## src/rtl/sdram_port_client.sv

```systemverilog
// Requesting side of the controller's toggle req/ack client port: posted write FIFO, reads ordered
// behind writes, read data captured a fixed number of clocks after the ack.
module sdram_port_client #(
  parameter int AW         = 17,
  parameter int FIFO_AW    = 2,
  parameter int DOUT_DELAY = 4
) (
  input  logic          clk,
  input  logic          reset,
  input  logic [AW-1:0] cpu_addr_i,
  input  logic          cpu_rd_i,
  input  logic          cpu_wr_i,
  input  logic [7:0]    cpu_din_i,
  output logic          cpu_busy_o,
  output logic [7:0]    cpu_dout_o,
  output logic          cpu_rvalid_o,
  output logic          mem_req_o,
  input  logic          mem_ack_i,
  output logic [AW-1:0] mem_addr_o,
  output logic          mem_we_o,
  output logic [7:0]    mem_din_o,
  input  logic [7:0]    mem_dout_i
);

  localparam int DEPTH = 1 << FIFO_AW;
  localparam int CW    = (DOUT_DELAY > 1) ? $clog2(DOUT_DELAY) : 1;

  typedef enum logic [2:0] {S_SYNC, S_IDLE, S_WBUSY, S_RBUSY, S_RDLY} state_t;

  state_t          state_q, state_d;
  logic            mem_req_q, mem_req_d;
  logic [AW-1:0]   mem_addr_q, mem_addr_d;
  logic            mem_we_q, mem_we_d;
  logic [7:0]      mem_din_q, mem_din_d;
  logic [CW-1:0]   dly_cnt_q, dly_cnt_d;
  logic [7:0]      cpu_dout_q, cpu_dout_d;
  logic            rvalid_q, rvalid_d;
  logic            read_pend_q, read_pend_d;
  logic [AW-1:0]   rd_addr_q, rd_addr_d;
  logic [FIFO_AW:0] wptr_q, rptr_q;
  logic [AW-1:0]   fifo_addr_q [DEPTH];
  logic [7:0]      fifo_din_q  [DEPTH];

  logic fifo_empty_s, fifo_full_s, ack_match_s, push_s, rd_acc_s, pop_s;

  assign fifo_empty_s = (wptr_q == rptr_q);
  assign fifo_full_s  = (wptr_q[FIFO_AW] != rptr_q[FIFO_AW]) &&
                        (wptr_q[FIFO_AW-1:0] == rptr_q[FIFO_AW-1:0]);
  assign ack_match_s  = (mem_ack_i == mem_req_q);
  assign cpu_busy_o   = (state_q == S_SYNC) | read_pend_q | fifo_full_s;
  assign push_s       = cpu_wr_i & ~cpu_busy_o;
  assign rd_acc_s     = cpu_rd_i & ~cpu_busy_o;

  assign mem_req_o    = mem_req_q;
  assign mem_addr_o   = mem_addr_q;
  assign mem_we_o     = mem_we_q;
  assign mem_din_o    = mem_din_q;
  assign cpu_dout_o   = cpu_dout_q;
  assign cpu_rvalid_o = rvalid_q;

  always_comb begin
    state_d     = state_q;
    mem_req_d   = mem_req_q;
    mem_addr_d  = mem_addr_q;
    mem_we_d    = mem_we_q;
    mem_din_d   = mem_din_q;
    dly_cnt_d   = dly_cnt_q;
    cpu_dout_d  = cpu_dout_q;
    rvalid_d    = 1'b0;
    read_pend_d = read_pend_q;
    rd_addr_d   = rd_addr_q;
    pop_s       = 1'b0;
    if (rd_acc_s) begin
      read_pend_d = 1'b1;
      rd_addr_d   = cpu_addr_i;
    end else begin
      rd_addr_d   = rd_addr_q;
    end
    case (state_q)
      S_SYNC: begin
        if (ack_match_s) begin
          state_d    = S_IDLE;
          mem_addr_d = '0;
          mem_we_d   = 1'b0;
          mem_din_d  = 8'h00;
        end else begin
          state_d    = S_SYNC;
        end
      end
      // Writes always win over a pending read so reads observe posted data.
      S_IDLE: begin
        if (!fifo_empty_s) begin
          pop_s      = 1'b1;
          mem_addr_d = fifo_addr_q[rptr_q[FIFO_AW-1:0]];
          mem_din_d  = fifo_din_q[rptr_q[FIFO_AW-1:0]];
          mem_we_d   = 1'b1;
          mem_req_d  = ~mem_req_q;
          state_d    = S_WBUSY;
        end else if (read_pend_q) begin
          mem_addr_d = rd_addr_q;
          mem_we_d   = 1'b0;
          mem_req_d  = ~mem_req_q;
          state_d    = S_RBUSY;
        end else begin
          state_d    = S_IDLE;
        end
      end
      S_WBUSY: begin
        if (ack_match_s) state_d = S_IDLE;
        else             state_d = S_WBUSY;
      end
      S_RBUSY: begin
        if (ack_match_s) begin
          dly_cnt_d = CW'(DOUT_DELAY - 1);
          state_d   = S_RDLY;
        end else begin
          state_d   = S_RBUSY;
        end
      end
      S_RDLY: begin
        if (dly_cnt_q == '0) begin
          cpu_dout_d  = mem_dout_i;
          rvalid_d    = 1'b1;
          read_pend_d = 1'b0;
          state_d     = S_IDLE;
        end else begin
          dly_cnt_d   = dly_cnt_q - CW'(1);
        end
      end
      default: state_d = S_SYNC;
    endcase
    // An in-flight transaction keeps its address/data until acked; SYNC clears them afterwards.
    if (reset) begin
      state_d     = S_SYNC;
      mem_req_d   = mem_req_q;
      read_pend_d = 1'b0;
      rvalid_d    = 1'b0;
      cpu_dout_d  = 8'h00;
      dly_cnt_d   = '0;
      pop_s       = 1'b0;
      if (ack_match_s) begin
        mem_addr_d = '0;
        mem_we_d   = 1'b0;
        mem_din_d  = 8'h00;
      end else begin
        mem_addr_d = mem_addr_q;
        mem_we_d   = mem_we_q;
        mem_din_d  = mem_din_q;
      end
    end else begin
      pop_s = pop_s;
    end
  end

  always_ff @(posedge clk) begin
    state_q     <= state_d;
    mem_req_q   <= mem_req_d;
    mem_addr_q  <= mem_addr_d;
    mem_we_q    <= mem_we_d;
    mem_din_q   <= mem_din_d;
    dly_cnt_q   <= dly_cnt_d;
    cpu_dout_q  <= cpu_dout_d;
    rvalid_q    <= rvalid_d;
    read_pend_q <= read_pend_d;
    rd_addr_q   <= rd_addr_d;
  end

  always_ff @(posedge clk) begin
    if (reset) begin
      wptr_q <= '0;
      rptr_q <= '0;
    end else begin
      if (push_s) begin
        fifo_addr_q[wptr_q[FIFO_AW-1:0]] <= cpu_addr_i;
        fifo_din_q[wptr_q[FIFO_AW-1:0]]  <= cpu_din_i;
        wptr_q <= wptr_q + 1'b1;
      end
      if (pop_s) begin
        rptr_q <= rptr_q + 1'b1;
      end
    end
  end

endmodule
```

## config.mk

```make
export PLATFORM = sky130hd
export DESIGN_NAME = sdram_port_client
export DESIGN_NICKNAME = d
export VERILOG_FILES = /design/src/rtl/sdram_port_client.sv
export SDC_FILE = /design/constraint.sdc
export NUM_CORES = 1
export LEC_CHECK = 0
export BUFFER_PORTS_ARGS = -buffer_cell sky130_fd_sc_hd__buf_2
export CORE_MARGIN = 5
export CORE_UTILIZATION = 55
export CTS_BUF_LIST = sky130_fd_sc_hd__clkbuf_8
export DETAILED_ROUTE_END_ITERATION = 10
export PLACE_DENSITY = 0.76
export SLEW_MARGIN = 20
export SYNTH_ARGS = -nofsm -noshare
export SYNTH_HDL_FRONTEND = slang
export SYNTH_SLANG_ARGS = --single-unit
```

## constraint.sdc

```tcl
create_clock -name clk -period 5.6 [get_ports clk]
set_clock_uncertainty 0.05 [all_clocks]
set_input_delay 1.68 -clock clk [delete_from_list [all_inputs] [get_ports clk]]
set_output_delay 1.68 -clock clk [all_outputs]
set_load 0.005 [all_outputs]
```

==> results of run 1 <==
-- metrics by stage --
step / setup WS [ps] / instance area [sq um] / power (mW) / utilization [%] / hold slack, ps
5_1_grt: 1870 / 7340 / 2.66 / 63.7 / 450
6_report: 2010 / 7340 / 2.54 / 63.7 / 429
3_3_place_gp: 1730 / 7000 / 1.82 / 60.8 / 403
4_1_cts: 1990 / 7340 / 2.56 / 63.7 / 431
3_5_place_dp: 1990 / 7010 / 1.84 / 60.9 / 414
2_1_floorplan: 1940 / 6490 / 1.69 / - / 387
-- worst paths after layout --
kind                      start                to  slack (ps)
setup / recovery     state_q[2]        cpu_busy_o        2010
hold / removal    cpu_dout_o[5]     cpu_dout_o[5]         430
setup reg to reg     state_q[2]  fifo_din_q[1][7]        2820
hold reg to reg   cpu_dout_o[5]     cpu_dout_o[5]         430
-- final cells by class --
class                           count  area, sq um  area share [%]
Clock buffer                       17          234            3.19
Clock inverter                     12         91.3            1.24
Inverter                            6         22.5           0.307
Multi-Input combinational cell    170         1610            21.9
Sequential cell                   167         4790            65.2
Tap cell                          143          179            2.44
Timing Repair Buffer               80          415            5.66
-- placed cells by master (no fill, tap or decap), types with 2 or more instances in the layout --
master                       n
sky130_fd_sc_hd__buf_2      74
sky130_fd_sc_hd__clkinv_2    5
sky130_fd_sc_hd__a32oi_1    17
sky130_fd_sc_hd__edfxtp_1  144
sky130_fd_sc_hd__o21a_1      2
sky130_fd_sc_hd__mux4_2     25
sky130_fd_sc_hd__nand2_1    22
sky130_fd_sc_hd__o21ai_0     2
sky130_fd_sc_hd__ha_1        6
sky130_fd_sc_hd__nor2b_1     2
sky130_fd_sc_hd__nor2_1     11
sky130_fd_sc_hd__buf_4       6
sky130_fd_sc_hd__clkinv_4    2
sky130_fd_sc_hd__clkbuf_8   17
sky130_fd_sc_hd__inv_1       7
sky130_fd_sc_hd__and2_1      4
sky130_fd_sc_hd__nand3_2     2
sky130_fd_sc_hd__nand3_1    21
sky130_fd_sc_hd__a22o_1     16
sky130_fd_sc_hd__nor3_1      4
sky130_fd_sc_hd__clkinv_1    2
sky130_fd_sc_hd__dfxtp_1    22
sky130_fd_sc_hd__nor2_4      2
sky130_fd_sc_hd__xor2_1      2
sky130_fd_sc_hd__xnor2_1     5
sky130_fd_sc_hd__a21oi_1     4
sky130_fd_sc_hd__a21o_1      3
-- layer usage --
metal / routed length [microns] / vias up
li1: - / 1616
met1: 4810 / 1762
met2: 6090 / 136
met3: 848 / 22
met4: 243 / 0
met5: 0 / -
-- worst max-delay path: stages (launching register included) --
cell                       delay (ps)
sky130_fd_sc_hd__dfxtp_1          590
sky130_fd_sc_hd__nor3_1           140
sky130_fd_sc_hd__a311oi_4         480
sky130_fd_sc_hd__inv_1             70
sky130_fd_sc_hd__buf_2            140
-- power groups by stage --
| stage | combinational [mW] | sequential, mW | clock, mW |
|---|---|---|---|
| after CTS | 0.288 | 1.52 | 0.748 |
| after global routing | 0.312 | 1.54 | 0.809 |
| after floorplan | 0.167 | 1.53 | 0 |
| after detailed placement | 0.288 | 1.55 | 0 |
| final | 0.284 | 1.52 | 0.733 |
| after global placement | 0.274 | 1.55 | 0 |
-- registers in the layout, indices dropped and copies added, names as in the netlist, named ones only --
register,flops
state_q,3
cpu_rvalid_o,1
mem_req_o,1
wptr_q,3
cpu_dout_o,8
dly_cnt_q,2
rptr_q,3
mem_din_o,8
mem_addr_o,17
fifo_addr_q,68
read_pend_q,1
mem_we_o,1
rd_addr_q,17
fifo_din_q,32
-- kinds of logic (layout without fill, tap and decap cells) --
kind of cell	Yosys count	count (layout)	share of synthesized area, %
xor+xnor	7	7	0.944
fa+ha+maj	6	6	1.16
flops	167	167	73.7
simple gates	79	79	6.45
mux	27	27	9.06
buf+inv	27	115	1.89
compound gates	51	51	6.82
==> results by stage, run 1 <==
Status:
- The run finished with clean final reports.

Layout:
- The share of cells above drive strength 1 is 32.1%.
- For this run, the post-layout net count is 486.
- The area growth from synthesis to layout is 13.0%.
- For this run, the number of standard cells in the final layout without fillers is 595.
- The number of antenna cells inserted is 0.
- The filler cells instantiated in the layout total 808.

Yosys:
- Ranked by instance count, the synthesized netlist is headed by sky130_fd_sc_hd__edfxtp_1, sky130_fd_sc_hd__mux4_2, sky130_fd_sc_hd__dfxtp_1, sky130_fd_sc_hd__nand2_1, sky130_fd_sc_hd__nand3_1.
- The biggest area contributor in the post-synthesis netlist is sky130_fd_sc_hd__edfxtp_1.
- In the synthesized netlist the dominant register cell turns out to be sky130_fd_sc_hd__edfxtp_1.
- The number of synthesized register bits is 167.
- Yosys mapped a number of flops with a built-in enable equal to 144.
- After synthesis the cells add up to 6490 sq um.
- Sorting the synthesized cells by area gives the leading types as sky130_fd_sc_hd__edfxtp_1, sky130_fd_sc_hd__mux4_2, sky130_fd_sc_hd__dfxtp_1.
- After synthesis, the largest area contributor takes up between 60% and 70% of total cell area.
- The share of the Yosys chip area taken by registers is 73.7%.
- The count of synthesis-stage warnings from yosys is 0.
- The number of nets handed over by synthesis was 408.
- The number of different library cells in the post-synthesis netlist is 44.
- The proportion of register bits with asynchronous set or reset after synthesis is 0%.
- The leading cell type by number of instances after synthesis is sky130_fd_sc_hd__edfxtp_1.
- Counting every instance in the synthesized netlist gives roughly 360.
- The average footprint of a synthesized cell is ~18 sq um.

Clock tree:
- The count of instances resized after the clock tree is built is 0.
- Clock-pin slew was measured on the worst setup and hold paths at 80 ps.
- Once the clock tree was built, the setup fixing pass inserted 0 buffers.
- The number of buffers on the longest clock path is 2.
- Clock tree synthesis selected as its root buffer the cell sky130_fd_sc_hd__clkbuf_8.
- The CTS tree is done.
- The clock tree synthesis step divided the H-tree into 4 levels.
- The clock net sink count is 167.
- For the worst-skew pair, the clock arrives at the later sink with an insertion delay of 450 ps.
- The count of hold buffers inserted by post-cts repair is 0.
- The total clock buffers created by CTS is 17.

Worst hold path:
- The path type of the worst min-delay path is reg2reg.
- Along the worst hold path, the cell count comes to 1.

Place:
- At the end of routability-driven placement, the weighted congestion stood at 0.801.
- After detailed placement, the design holds a cell count of 566.
- The count of buffers added on input and output ports is 74.
- After legalization and detailed placement, the total HPWL measured approximately 7.3 mm.

STA:
- The worst relative slew slack is 29.8%.
- The clock period minus worst slack is 3590 ps.
- The sum of negative setup slack is 0 ps.
- The number of slew-limit violations in the final report is 0.
- Derived from the worst setup path, the maximum achievable clock frequency is 279 MHz.
- For the pin with the worst max-slew slack, the measured transition is 1050 ps.
- Setup repair after global routing left no endpoint under its margin.
- Dividing the final minimum period by the clock period gives between 60% and 70%.
- The final setup violation count is 0.
- The number of hold violations in the final report is 0.

Critical path:
- The startpoint kind of the worst setup timing path is a flip-flop.
- The capturing element type of the critical path is an output port.
- The maximum fanout count along the critical path is 11.
- The data required time of the critical path is 3870 ps.
- The critical path in this run is classified as reg2out.
- The depth of the worst register-to-register path is 5.
- For the worst setup path, the data arrival time is ~1900 ps.

Global routing:
- For this run, global-route usage on met1 was measured as 23.8%.
- The global-route usage over all layers is 18.4%.
- Global routing consumed, on the met2 layer, 30.2% of the routing resources.
- In the global route stage, met3 resource usage came out at 4.39%.
- The remaining global-route overflow is 0.
- The via count of the first global-routing pass is 3680.
- The largest net degree at the start of global routing is 45.
- met2 is the most crowded layer.
- The initial antenna violation count was 0.
- The first global-routing pass estimated approximately 20 mm of wire.

Drt:
- After detailed routing, the total wire length is roughly 12 mm.
- The number of remaining DRC errors is 0.
- The final route contains 3536 vias.
- The average wire per cell in the routed design is 20.1 microns.
- The per-cell via count in the routed design is between 5 and 6.
- The remaining number of nets flagged by the antenna check after routing is 0.
- The iteration count of the initial detailed-routing pass is 4.
- After the first detailed-routing iteration, the DRC count stood at 263.

Power and ir drop:
- The share of total power consumed by net switching is around a quarter.
- The combinational share of power is about 11%.
- Of the total power, the clock network draws 28.9%.
- Sequential cells account for 60.0% of the total power.
- The worst IR drop on VDD is 0.179 mV.
- The total power density per cell area is 346 nW/um^2.
- The switching power of the nets is a little over 0.6 mW.
- Summed over all cells, the static leakage comes to about 2.6 nW.
- The internal power is 1.92 mW.

Floorplan:
- The count of pins on the block boundary is 75.
- The area of the core region is 11500 sq um.
- The die is 119 microns tall.
- The die area is about 14000 sq um.
- Row generation in the floorplan step produced 39 rows.
- The initial utilization of the core area, before any placement, comes to 56.4%.
- From left edge to right edge, the die measures 119 microns.

Run:
- The reported max-cap violation count is 0.
Power figures use the tool's default switching activity.
==> inputs of run 2 (changes only) <==
--- a/config.mk
+++ b/config.mk
@@ -5,6 +5,7 @@
 export SDC_FILE = /design/constraint.sdc
 export NUM_CORES = 1
 export LEC_CHECK = 0
+export ABC_AREA = 1
 export BUFFER_PORTS_ARGS = -buffer_cell sky130_fd_sc_hd__buf_2
 export CORE_MARGIN = 5
 export CORE_UTILIZATION = 55
==> constraint.sdc (replaced) <==
create_clock -name clk -period 3.55 [get_ports clk]
set_clock_uncertainty 0.05 [all_clocks]
set_input_delay 1.065 -clock clk [delete_from_list [all_inputs] [get_ports clk]]
set_output_delay 1.065 -clock clk [all_outputs]
set_load 0.005 [all_outputs]
==> run 2 against run 1 <==
Against the previous run:
- final area rose by 1.8%
- synthesized cell count increased by 52%
- routed wire length grew 19%
- critical path depth stayed put
- sequential power grew 61%
- register-to-register slack got worse by 1600 ps
- non-clock buffer count up 3
- cell count is 33% higher
- critical path type unchanged
- hold slack lost 3.7 ps
- sequential share of layout area fell by 1.2 points
- die area increased by 1.5%
- via count up 28%
==> results by stage, run 2 <==
STA:
- Hold is met by 426 ps.
- The number of hold violations in the final report is 0.
- Setup violations remaining at the end of the flow were counted as 0.
- The clock period minus worst slack is 2710 ps.
- Across all setup checks in the final design, the least slack found is 837 ps.
- The sum of negative setup slack is 0 ps.
- The fmax is between 300 and 400 MHz.
- The slew of the pin with the lowest slew margin is between 1000 and 1500 ps.
- The number of slew-limit violations in the final report is 0.
- The worst path uses 76.4% of the clock period.
- In this run the tightest slew margin relative to its limit is between 30% and 40%.
- Setup repair after global routing left no endpoint under its margin.

Place:
- The estimated wirelength of the detail-placed design is 9.60 mm.
- Timing analysis after detailed placement gives a worst setup slack of 647 ps.
- The last weighted congestion value of the routability-driven placer is a little under 0.9.
- The placed instances occupy a cell area of around 7100 sq um.
- During placement, the flow inserted port buffers numbering 74.
- After detailed placement, the design holds a cell count of 761.

Layout:
- The utilization after layout is between 60% and 70%.
- The leading cell type in the layout, fill and taps excluded is sky130_fd_sc_hd__edfxtp_1.
- The register with the most flip-flops in the layout has 68 of them.
- The non-filler instance count after layout is 792.
- The number of antenna diodes in the final layout is 0.
- In the layout the commonest cells are sky130_fd_sc_hd__edfxtp_1, sky130_fd_sc_hd__nand2_1, sky130_fd_sc_hd__buf_2, sky130_fd_sc_hd__nor2_1, sky130_fd_sc_hd__nand3_1.
- With fillers left out, the area of the finished cells amounts to ~7500 sq um.
- The layout overhead on the synthesized area is 13.1%.
- The net count of the finished layout is 677.
- The share of cells above drive strength 1 is 18.9%.

Clock tree:
- TritonCTS built the clock tree.
- The number of H-tree levels is 4.
- After clock tree synthesis, the clock-pin slew on the worst setup and hold paths is 80 ps.
- The total clock buffers created by CTS is 17.
- CTS placed an instance of sky130_fd_sc_hd__clkbuf_8 at the clock tree root.
- Clock latency on the worst-skew pair, taken at its later pin, is 470 ps.
- The number of buffers on the longest clock path is 2.
- In this run, post-CTS hold repair placed 0 buffers.
- Counting every sink on the clock net gives between 150 and 200.
- The buffers inserted during post-CTS setup optimization is 0.
- The count of instances resized after the clock tree is built is 0.

Yosys:
- The mapped cell area is 6600 sq um.
- The number of different library cells in the post-synthesis netlist is 27.
- The portion of synthesized cell area occupied by the leading cell type is roughly two thirds.
- The largest total area in the synthesized netlist belongs to sky130_fd_sc_hd__edfxtp_1.
- The sequential-to-total area share from yosys stat is 72.5%.
- After synthesis the netlist holds a flip-flop and latch count of between 150 and 200.
- During synthesis, Yosys emitted a total of 0 warnings.
- The count of flip-flops with a built-in enable after synthesis is about 140.
- The dominant register cell in the synthesized netlist is sky130_fd_sc_hd__edfxtp_1.
- The net count after synthesis is 598.
- Averaged over all synthesized cells, the footprint is between 10 and 15 sq um.
- The leading cell type by number of instances after synthesis is sky130_fd_sc_hd__edfxtp_1.
- The commonest cells after synthesis are sky130_fd_sc_hd__edfxtp_1, sky130_fd_sc_hd__nand2_1, sky130_fd_sc_hd__nor2_1, sky130_fd_sc_hd__nand3_1, sky130_fd_sc_hd__o21ai_0.
- Counting every instance in the synthesized netlist gives 554.
- Counting flops with an async set or reset pin after synthesis yields a share of 0%.
- By area the synthesized netlist is led by sky130_fd_sc_hd__edfxtp_1, sky130_fd_sc_hd__dfxtp_1, sky130_fd_sc_hd__nand2_1.

Floorplan:
- During I/O placement, the number of pins put on the boundary was 75.
- The initial cell density of the core is between 50% and 60%.
- The die span in x is 120 microns.
- The die is 120 microns tall.
- The area of the core region is 11900 sq um.
- The initialized floorplan defines 40 standard-cell rows.
- The die area is roughly 14000 sq um.

Drt:
- The remaining number of nets flagged by the antenna check after routing is 0.
- The pre-antenna-repair detailed-routing pass consisted of 5 iterations.
- In the routed design, unresolved DRC markers number 0.
- The detailed router finished its first iteration with 589 violations.
- The average wire per cell in the routed design is around 18 microns.
- The per-cell via count in the routed design is 5.72.
- The detailed-route wire length is 14.3 mm.
- The routed layout has around 4500 vias.

Worst hold path:
- The path type of the worst min-delay path is reg2reg.

Critical path:
- The critical path launch point is state_q[2].
- The slowest cell on the critical path is sky130_fd_sc_hd__dfxtp_1.
- The cell count along the critical path is 4.
- The most critical setup path has its endpoint at cpu_busy_o.
- The worst setup path category is reg2out.
- The kind of cell with the highest combined delay on the critical path is flip-flops.
- The internal reg-to-reg setup slack is roughly 1300 ps.
- STA classifies the critical path startpoint as a flip-flop.
- The critical path goes through inv_1, a21oi_1, nand2_1, buf_2.
- Counting cells, the worst reg-to-reg path comes to 7.
- Along the worst path, the maximum fanout reaches 5.
- The count of buffer and inverter cells on the critical path is 2.
- Data arrives at the worst endpoint at 1600 ps.
- The capturing element type of the critical path is an output port.
- The largest single stage delay on the critical path is between 400 and 500 ps.
- The data required time of the critical path is ~2400 ps.
- In this run the critical register-to-register path is captured at mem_addr_o[14].

Global routing:
- The via count of the first global-routing pass came to 4279.
- The initial antenna violation count is 0.
- The total overflow left after global routing is 0.
- The first global-routing pass estimated 22.7 mm of wire.
- The largest net degree at the start of global routing is 52.
- The global-route usage over all layers is 20.7%.

Power and ir drop:
- The worst IR drop on VDD is 0.328 mV.
- The total power density per cell area is ~550 nW/um^2.
- Overall power consumption after layout is estimated at about 4.1 mW.
- The analysis attributes to cell leakage a power of between 2 and 3 nW.

Status:
- The run finished with clean final reports.

Run:
- The reported max-cap violation count is 0.
==> run 2: worst min-delay path by stage <==
stage | startpoint | to | slack, ps | cells past startpoint
2_1_floorplan | read_pend_q | read_pend_q | 410 | 2
3_3_place_gp | cpu_dout_o[2] | cpu_dout_o[2] | 400 | 2
3_5_place_dp | cpu_dout_o[5] | cpu_dout_o[5] | 420 | 2
4_1_cts | cpu_dout_o[5] | cpu_dout_o[5] | 430 | 2
5_1_grt | cpu_dout_o[1] | cpu_dout_o[1] | 440 | 2
6_report | cpu_dout_o[0] | cpu_dout_o[0] | 430 | 2
==> run 2: cell families after synthesis <==
logic type	share of synthesized area, %
simple gates	15.3
flops	72.5
compound gates	7.26
fa+ha+maj	1.14
buf+inv	3.43
xor+xnor	0.398
==> run 2: routing by layer <==
metal  GRT usage [%]  up-vias  wire length, microns
met5               0        -                     0
met4            6.08        0                   222
met3            5.98       20                  1280
met2            30.3      215                  6420
met1            30.3     2184                  6380
li1                -     2115                     -
==> run 2: power by group <==
part	internal [mW]	leakage [nW]	switching [mW]
Combinational	0.197	1.22	0.361
Clock	0.467	0.157	0.668
Sequential	2.33	1.55	0.108
Total	3.00	2.93	1.14
==> run 2: layout make-up <==
class,instances,area (sq um)
tap,147,184
sequential,167,4780
clock inverter,14,85.1
timing repair buffer,83,438
clock buffer,17,234
inverter,32,128
multi-input combinational,332,1610
fill,901,4440
==> run 2: worst register-to-register path: cells and delay by family, from the launching register on <==
family                 cells  cell delay, ps
buffers and inverters      3            1180
flip-flops                 1             320
AND/OR/NAND/NOR            2             170
AO/OA/AOI/OAI              2             340
